**src/rtl/arm_alu_mc.sv**
```systemverilog
// arm_alu_mc: multicycle ALU with iterative shift-add multiplier and load-wait path
module arm_alu_mc #(
  parameter int WIDTH  = 16,
  parameter bit MUL_EN = 1'b1
) (
  input  logic             clk,
  input  logic             rst,
  input  logic             start,
  input  logic [4:0]       inst,
  input  logic [WIDTH-1:0] rd_data,
  input  logic [WIDTH-1:0] rs_data,
  input  logic [WIDTH-1:0] data_b,
  input  logic             data_valid,
  output logic [WIDTH-1:0] d_out,
  output logic             wen,
  output logic             done,
  output logic             busy,
  output logic             flag_z,
  output logic             flag_c
);
  localparam int CW = $clog2(WIDTH);
  typedef enum logic [2:0] {IDLE, EXEC, MUL, LDW, WB} state_t;
  state_t state, state_n;
  logic [4:0] inst_q;
  logic [WIDTH-1:0] a_q, b_q, acc, acc_n, res;
  logic [WIDTH:0] sum;
  logic [CW-1:0] cnt;
  logic arm, cin, cy, last;
  logic [2:0] op;
  assign arm = inst_q[4];
  assign op = inst_q[3:1];
  assign cin = inst_q[0];
  assign acc_n = acc + (b_q[0] ? a_q : '0);
  assign last = cnt == CW'(WIDTH - 1);
  assign busy = state != IDLE;
  assign done = state == WB;
  assign wen = done && arm;
  always_comb begin
    sum = '0;
    res = a_q;
    cy = 1'b0;
    case (op)
      3'b000: begin
        sum = {1'b0, a_q} + {1'b0, b_q};
        res = sum[WIDTH-1:0];
        cy = sum[WIDTH];
      end
      3'b001: begin
        sum = {1'b0, a_q} + {1'b0, ~b_q} + (WIDTH+1)'(1);
        res = sum[WIDTH-1:0];
        cy = sum[WIDTH];
      end
      3'b010: res = b_q + WIDTH'(cin);
      3'b011: begin
        res = {1'b0, b_q[WIDTH-1:1]};
        cy = b_q[0];
      end
      3'b100: begin
        sum = {1'b0, b_q} + {1'b0, {WIDTH{1'b1}}};
        res = sum[WIDTH-1:0];
        cy = sum[WIDTH];
      end
      default: res = a_q;
    endcase
  end
  always_comb begin
    state_n = state;
    case (state)
      IDLE: if (start)
        state_n = (MUL_EN && inst[4] && inst[3:1] == 3'b101) ? MUL :
                  (inst[4] && inst[3:1] == 3'b110) ? LDW : EXEC;
      EXEC: state_n = WB;
      MUL:  state_n = last ? WB : MUL;
      LDW:  state_n = data_valid ? WB : LDW;
      default: state_n = IDLE;
    endcase
  end
  always_ff @(posedge clk or posedge rst) begin
    if (rst) begin
      state <= IDLE;
      inst_q <= '0;
      a_q <= '0;
      b_q <= '0;
      acc <= '0;
      cnt <= '0;
      d_out <= '0;
      flag_z <= 1'b0;
      flag_c <= 1'b0;
    end else begin
      state <= state_n;
      case (state)
        IDLE: if (start) begin
          inst_q <= inst;
          a_q <= rd_data;
          b_q <= rs_data;
          acc <= '0;
          cnt <= '0;
        end
        EXEC: if (arm) begin
          d_out <= res;
          flag_z <= res == '0;
          flag_c <= cy;
        end
        // multiplicand walks left while the multiplier bit under test walks right
        MUL: begin
          acc <= acc_n;
          a_q <= a_q << 1;
          b_q <= b_q >> 1;
          cnt <= cnt + 1'b1;
          if (last) begin
            d_out <= acc_n;
            flag_z <= acc_n == '0;
            flag_c <= 1'b0;
          end
        end
        LDW: if (data_valid) begin
          d_out <= data_b;
          flag_z <= data_b == '0;
          flag_c <= 1'b0;
        end
        default: ;
      endcase
    end
  end
endmodule

```
**config.mk**
```make
export PLATFORM = sky130hd
export DESIGN_NAME = arm_alu_mc
export DESIGN_NICKNAME = d
export VERILOG_FILES = /design/src/rtl/arm_alu_mc.sv
export SDC_FILE = /design/constraint.sdc
export NUM_CORES = 1
export LEC_CHECK = 0
export CAP_MARGIN = 20
export CORE_MARGIN = 3
export CORE_UTILIZATION = 53
export DETAILED_ROUTE_END_ITERATION = 12
export PLACE_DENSITY = 0.76
export REMOVE_ABC_BUFFERS = 1
export SYNTH_ARGS = -nofsm -noshare
export SYNTH_HDL_FRONTEND = slang
export SYNTH_SLANG_ARGS = --single-unit
```
**constraint.sdc**
```tcl
create_clock -name clk -period 3.6 [get_ports clk]
set_clock_uncertainty 0.2 [all_clocks]
set_input_delay 0.72 -clock clk [delete_from_list [all_inputs] [get_ports clk]]
set_output_delay 0.72 -clock clk [all_outputs]
set_load 0.01 [all_outputs]
```
==> impl.org <==
** Routing
- First-pass iteration count of the detailed router :: 7
- Once detail routing completed, the nets flagged for antenna violations numbered 0.
- Detailed routing inserted a total of a little under 8,000 vias.
- The detailed router finished its first iteration with 666 violations.
- DRT Wirelength :: 23.6 mm
- DR WL/cell :: 19.1 um
- Via/cell ratio :: between 6 and 7
- DRC viols :: 0

** Min path
- Along the worst hold path, the cell count comes to 2.
- The path with the worst hold slack has its endpoint at d_out[14].
- The path class of the tightest hold or removal check is flop to flop.
- Startpoint of the worst hold path :: d_out[14]

** Power and ir drop
- Cell leakage power :: 3.88 nW
- In this run the power density over the cells is 1190 mW/mm^2.
- For this design the total switching power over the nets is between 0.005 and 0.006 W.
- Logic gate share of total power :: 74.2%
- The worst-case IR drop observed on VDD is 0.564 mV.
- The internal power of the cells totals 0.00542 W.
- In this run switching power makes up 50.2% of total power.
- Clk pwr share :: about 9.2%
- Sequential cell fraction of total power :: 16.5%

** Timing
- At the pin with the least slew margin, the transition time is 0.798 ns.
- Slew Viols, Final :: 0
- Setup repair after global routing missed its margin :: yes
- Number of setup violations in the final report :: 0
- Ratio of final minimum period to clock period :: 97.4%
- Headroom to the max-slew limit :: 46.6%
- Hold timing on the final database bottoms out at a slack of 0.284 ns.
- Fmax achieved :: 285 MHz
- For the finished layout, the period the worst path requires is 3.51 ns.
- Final Hold Violating Endpoints :: 0

** Finish
- The finished layout holds 1,232 standard cells, fillers aside.
- In the final design database the tool counted 1,164 nets.
- The layout has 1,159 filler cells.
- Diodes inserted :: 0
- Fraction of layout cells with a size suffix above 1 :: roughly 14%
- Area growth from synthesis to layout :: 26.4%
- Post-route core utilization :: around 70%

** Clocking
- TritonCTS built the clock tree.
- Maximum clock path buffer count :: 2
- Cts-stage hold buffer count :: 0
- Clock root buffer master :: sky130_fd_sc_hd__clkbuf_16
- Number of CTS-inserted buffers :: 9
- CTS saw 78 sinks.
- CTS H-tree lvls :: 3
- Clock latency on the worst-skew pair :: 0.36 ns
- Clock-pin slew was measured on the worst setup and hold paths at 0.07 ns.

** Run
- The tool flagged a number of max-cap violations equal to 0.

** Placed design
- After legalization and detailed placement, the total HPWL measured 17.7 mm.
- Count of input and output buffers :: 77
- Final GP Congestion :: 1.03
- # placed instances :: 1,214

** Synthesis
- Yosys printed 0 warnings.
- Synthesis handed over a netlist of 929 instances.
- The synthesized design devotes to its leading area cell type 26.8% of total area.
- Number of synthesized flops with an enable pin :: 0
- Prevailing post-synth register cell :: sky130_fd_sc_hd__dfrtp_1
- For this run, the register share of the synthesized area comes to 26.8%.
- The synthesized design contains 78 register bits.
- Library cell with the largest summed area after synthesis :: sky130_fd_sc_hd__dfrtp_1
- In the synthesized netlist the async set-or-reset flop fraction comes to 100%.
- Summing every instance area after synthesis gives between 0.007 and 0.008 mm^2.
- By area the synthesized netlist is led by sky130_fd_sc_hd__dfrtp_1 27%, sky130_fd_sc_hd__ha_1 8.9%, sky130_fd_sc_hd__nand2_1 6.5%.
- Distinct cell type count after synthesis :: 71
- Post-Syn Area per Cell :: 7.83 um^2

** Worst setup path
- The worst register-to-register path has a setup slack of 0.09 ns.
- Critical R2R Launch :: a_q[0]
- For the worst setup path, the data required time is 3.68 ns.
- Reg2Reg Depth :: 14
- The worst setup path is of the flop to flop kind.
- Startpoint types :: flop
- STA classifies the critical path endpoint as a flop.
- Of all nets on the critical path, the largest fanout is 3.
- The endpoint identified for the worst register-to-register timing path is flag_z.
- Data on the critical path arrives at its endpoint at between 3 and 4 ns.

** Global routing
- The first global-routing pass estimated ~37 mm of wire.
- The number of global-route vias before repair came to 7,218.
- Largest net degree at the start of global routing :: between 40 and 50
- For this run, the total global-route usage over all layers was measured as 31.3%.
- Total gr overflow :: 0
- The number of antenna violations at the first check in global routing came to 0.

** Die
- DIE HEIGHT :: 123 um
- Initial standard-cell utilization of the core :: 54.5%
- I/O pin count :: 78
- In this run the core area contains 42 standard-cell rows.
- The region available for standard cell placement spans 0.0133 mm^2.
- The die covers between 0.015 and 0.02 mm^2.
- The floorplan step set the die width to roughly 120 um.

** Run status
- Status :: complete, no violations
==> per-layer routing <==
| metal | global-route usage [%] | part of all wire, % | up-vias |
|---|---|---|---|
| met1 | 40.8 | 42 | 3659 |
| li1 | - | - | 3631 |
| met2 | 51.5 | 47 | 346 |
| met3 | 6.82 | 6.9 | 77 |
| met5 | 0 | 0 | - |
| met4 | 10.2 | 3.6 | 0 |
==> power by group through the flow <==
stage / Sequential, W / Combinational, W / Clock [W]
2_1_floorplan: 0.00189 / 0.00464 / 0
3_3_place_gp: 0.00178 / 0.00753 / 0
3_5_place_dp: 0.00180 / 0.00760 / 0
4_1_cts: 0.00179 / 0.00769 / 0.00101
5_1_grt: 0.00185 / 0.00885 / 0.00104
6_report: 0.00180 / 0.00809 / 0.00101
==> cell families (layout without fill, tap and decap cells) <==
group	count (synthesis)	count (layout)	synth area share, %
flops	78	78	26.8
xor+xnor	44	44	5.30
buf+inv	97	224	5.40
mux	43	43	5.97
compound gates	287	287	25.0
fa+ha+maj	55	55	9.77
simple gates	325	325	21.7
==> repair_timing <==
action	4_1_cts	5_1_grt
hold endpoints to repair	0	0
buffers inserted	0	3
resized for setup	2	27
pin swaps	0	11
endpoints found under the setup margin	1	9
==> per-stage QoR <==
stage / worst slack, ns / area (um^2) / setup TNS [ns] / power, W
6_report: 0.0923 / 9190 / 0 / 0.0109
4_1_cts: 0.0195 / 9060 / 0 / 0.0105
5_1_grt: -0.0654 / 9190 / -0.0758 / 0.0117
3_5_place_dp: 0.000940 / 8740 / 0 / 0.00939
3_3_place_gp: 0.0428 / 8740 / 0 / 0.00931
2_1_floorplan: -0.915 / 7020 / -47.61 / 0.00653
==> state kept, by name, indices dropped and copies added (netlist names) <==
register  count
flag_c        1
cnt           4
acc          16
state         3
a_q          16
inst_q        5
b_q          16
d_out        16
flag_z        1
==> worst max-delay path by stage <==
stage,cells past startpoint,end,startpoint,slack (ns)
floorplan,5,a_q[10],state[0],-0.92
global placement,14,flag_z,a_q[0],0.04
detailed placement,14,flag_z,b_q[0],0.0009
CTS,15,flag_z,b_q[0],0.02
global route,14,flag_z,a_q[0],-0.07
finish,14,flag_z,a_q[0],0.09
==> cell usage after synthesis (5+ instances only) <==
master and n:
sky130_fd_sc_hd__nand2b_1 15, sky130_fd_sc_hd__clkbuf_1 46, sky130_fd_sc_hd__a31oi_1 5, sky130_fd_sc_hd__xnor2_1 34, sky130_fd_sc_hd__nor2_1 58, sky130_fd_sc_hd__nand3_1 21
sky130_fd_sc_hd__dfrtp_1 78, sky130_fd_sc_hd__nor4_1 12, sky130_fd_sc_hd__or4_1 5, sky130_fd_sc_hd__o211ai_1 15, sky130_fd_sc_hd__buf_1 5, sky130_fd_sc_hd__xor2_1 10
sky130_fd_sc_hd__o31ai_1 8, sky130_fd_sc_hd__inv_1 35, sky130_fd_sc_hd__mux2i_1 40, sky130_fd_sc_hd__a21oi_1 60, sky130_fd_sc_hd__nand2_1 126, sky130_fd_sc_hd__buf_2 5
sky130_fd_sc_hd__ha_1 52, sky130_fd_sc_hd__a21o_1 9, sky130_fd_sc_hd__o21ai_0 92, sky130_fd_sc_hd__nor3_1 22, sky130_fd_sc_hd__nand4_1 11, sky130_fd_sc_hd__and2_1 17
sky130_fd_sc_hd__nor2b_1 7, sky130_fd_sc_hd__o21a_1 5, sky130_fd_sc_hd__or3_1 7, sky130_fd_sc_hd__o21bai_1 5, sky130_fd_sc_hd__o22a_1 5, sky130_fd_sc_hd__or2_2 6
sky130_fd_sc_hd__o22ai_1 20, sky130_fd_sc_hd__a211oi_1 17, sky130_fd_sc_hd__a221oi_1 5
==> final cells by class <==
| type | instances | area [um^2] | area share (%) |
|---|---|---|---|
| Timing Repair Buffer | 171 | 1500 | 16.3 |
| Clock buffer | 9 | 225 | 2.45 |
| Inverter | 38 | 144 | 1.57 |
| Multi-Input combinational cell | 754 | 5060 | 55.1 |
| Clock inverter | 6 | 87.6 | 0.953 |
| Sequential cell | 78 | 1950 | 21.2 |
| Tap cell | 176 | 220 | 2.40 |
==> cell usage in the layout, fill, tap and decap left out, types with 5 or more instances in the layout <==
cell type / netlist / final
sky130_fd_sc_hd__a211oi_1: 17 / 14
sky130_fd_sc_hd__a21o_1: 9 / 9
sky130_fd_sc_hd__a21oi_1: 60 / 59
sky130_fd_sc_hd__a31oi_1: 5 / 5
sky130_fd_sc_hd__and2_1: 17 / 17
sky130_fd_sc_hd__buf_4: 0 / 92
sky130_fd_sc_hd__clkbuf_16: 0 / 9
sky130_fd_sc_hd__clkdlybuf4s50_1: 0 / 77
sky130_fd_sc_hd__dfrtp_1: 78 / 78
sky130_fd_sc_hd__ha_1: 52 / 50
sky130_fd_sc_hd__inv_1: 35 / 34
sky130_fd_sc_hd__mux2i_1: 40 / 40
sky130_fd_sc_hd__nand2_1: 126 / 126
sky130_fd_sc_hd__nand2b_1: 15 / 14
sky130_fd_sc_hd__nand3_1: 21 / 21
sky130_fd_sc_hd__nand4_1: 11 / 11
sky130_fd_sc_hd__nor2_1: 58 / 56
sky130_fd_sc_hd__nor2b_1: 7 / 7
sky130_fd_sc_hd__nor3_1: 22 / 22
sky130_fd_sc_hd__nor4_1: 12 / 12
sky130_fd_sc_hd__o211ai_1: 15 / 15
sky130_fd_sc_hd__o21a_1: 5 / 5
sky130_fd_sc_hd__o21ai_0: 92 / 89
sky130_fd_sc_hd__o21bai_1: 5 / 5
sky130_fd_sc_hd__o22ai_1: 20 / 20
sky130_fd_sc_hd__o31ai_1: 8 / 6
sky130_fd_sc_hd__or2_2: 6 / 5
sky130_fd_sc_hd__or3_1: 7 / 6
sky130_fd_sc_hd__or4_1: 5 / 5
sky130_fd_sc_hd__xnor2_1: 34 / 33
sky130_fd_sc_hd__xor2_1: 10 / 10
==> worst max-delay path, stage by stage (launching register included) <==
cell and delay [ns]:
sky130_fd_sc_hd__dfrtp_1 0.36, sky130_fd_sc_hd__ha_2 0.18, sky130_fd_sc_hd__inv_1 0.05, sky130_fd_sc_hd__fa_2 0.34, sky130_fd_sc_hd__or2_4 0.26, sky130_fd_sc_hd__a221oi_2 0.27, sky130_fd_sc_hd__buf_4 0.18, sky130_fd_sc_hd__o22a_4 0.18
sky130_fd_sc_hd__xnor2_2 0.11, sky130_fd_sc_hd__o22ai_1 0.09, sky130_fd_sc_hd__o22a_1 0.22, sky130_fd_sc_hd__or4_4 0.55, sky130_fd_sc_hd__nor4_2 0.14, sky130_fd_sc_hd__nand4_1 0.12, sky130_fd_sc_hd__a31oi_1 0.18
No activity file was read; power rests on OpenSTA's default activity.
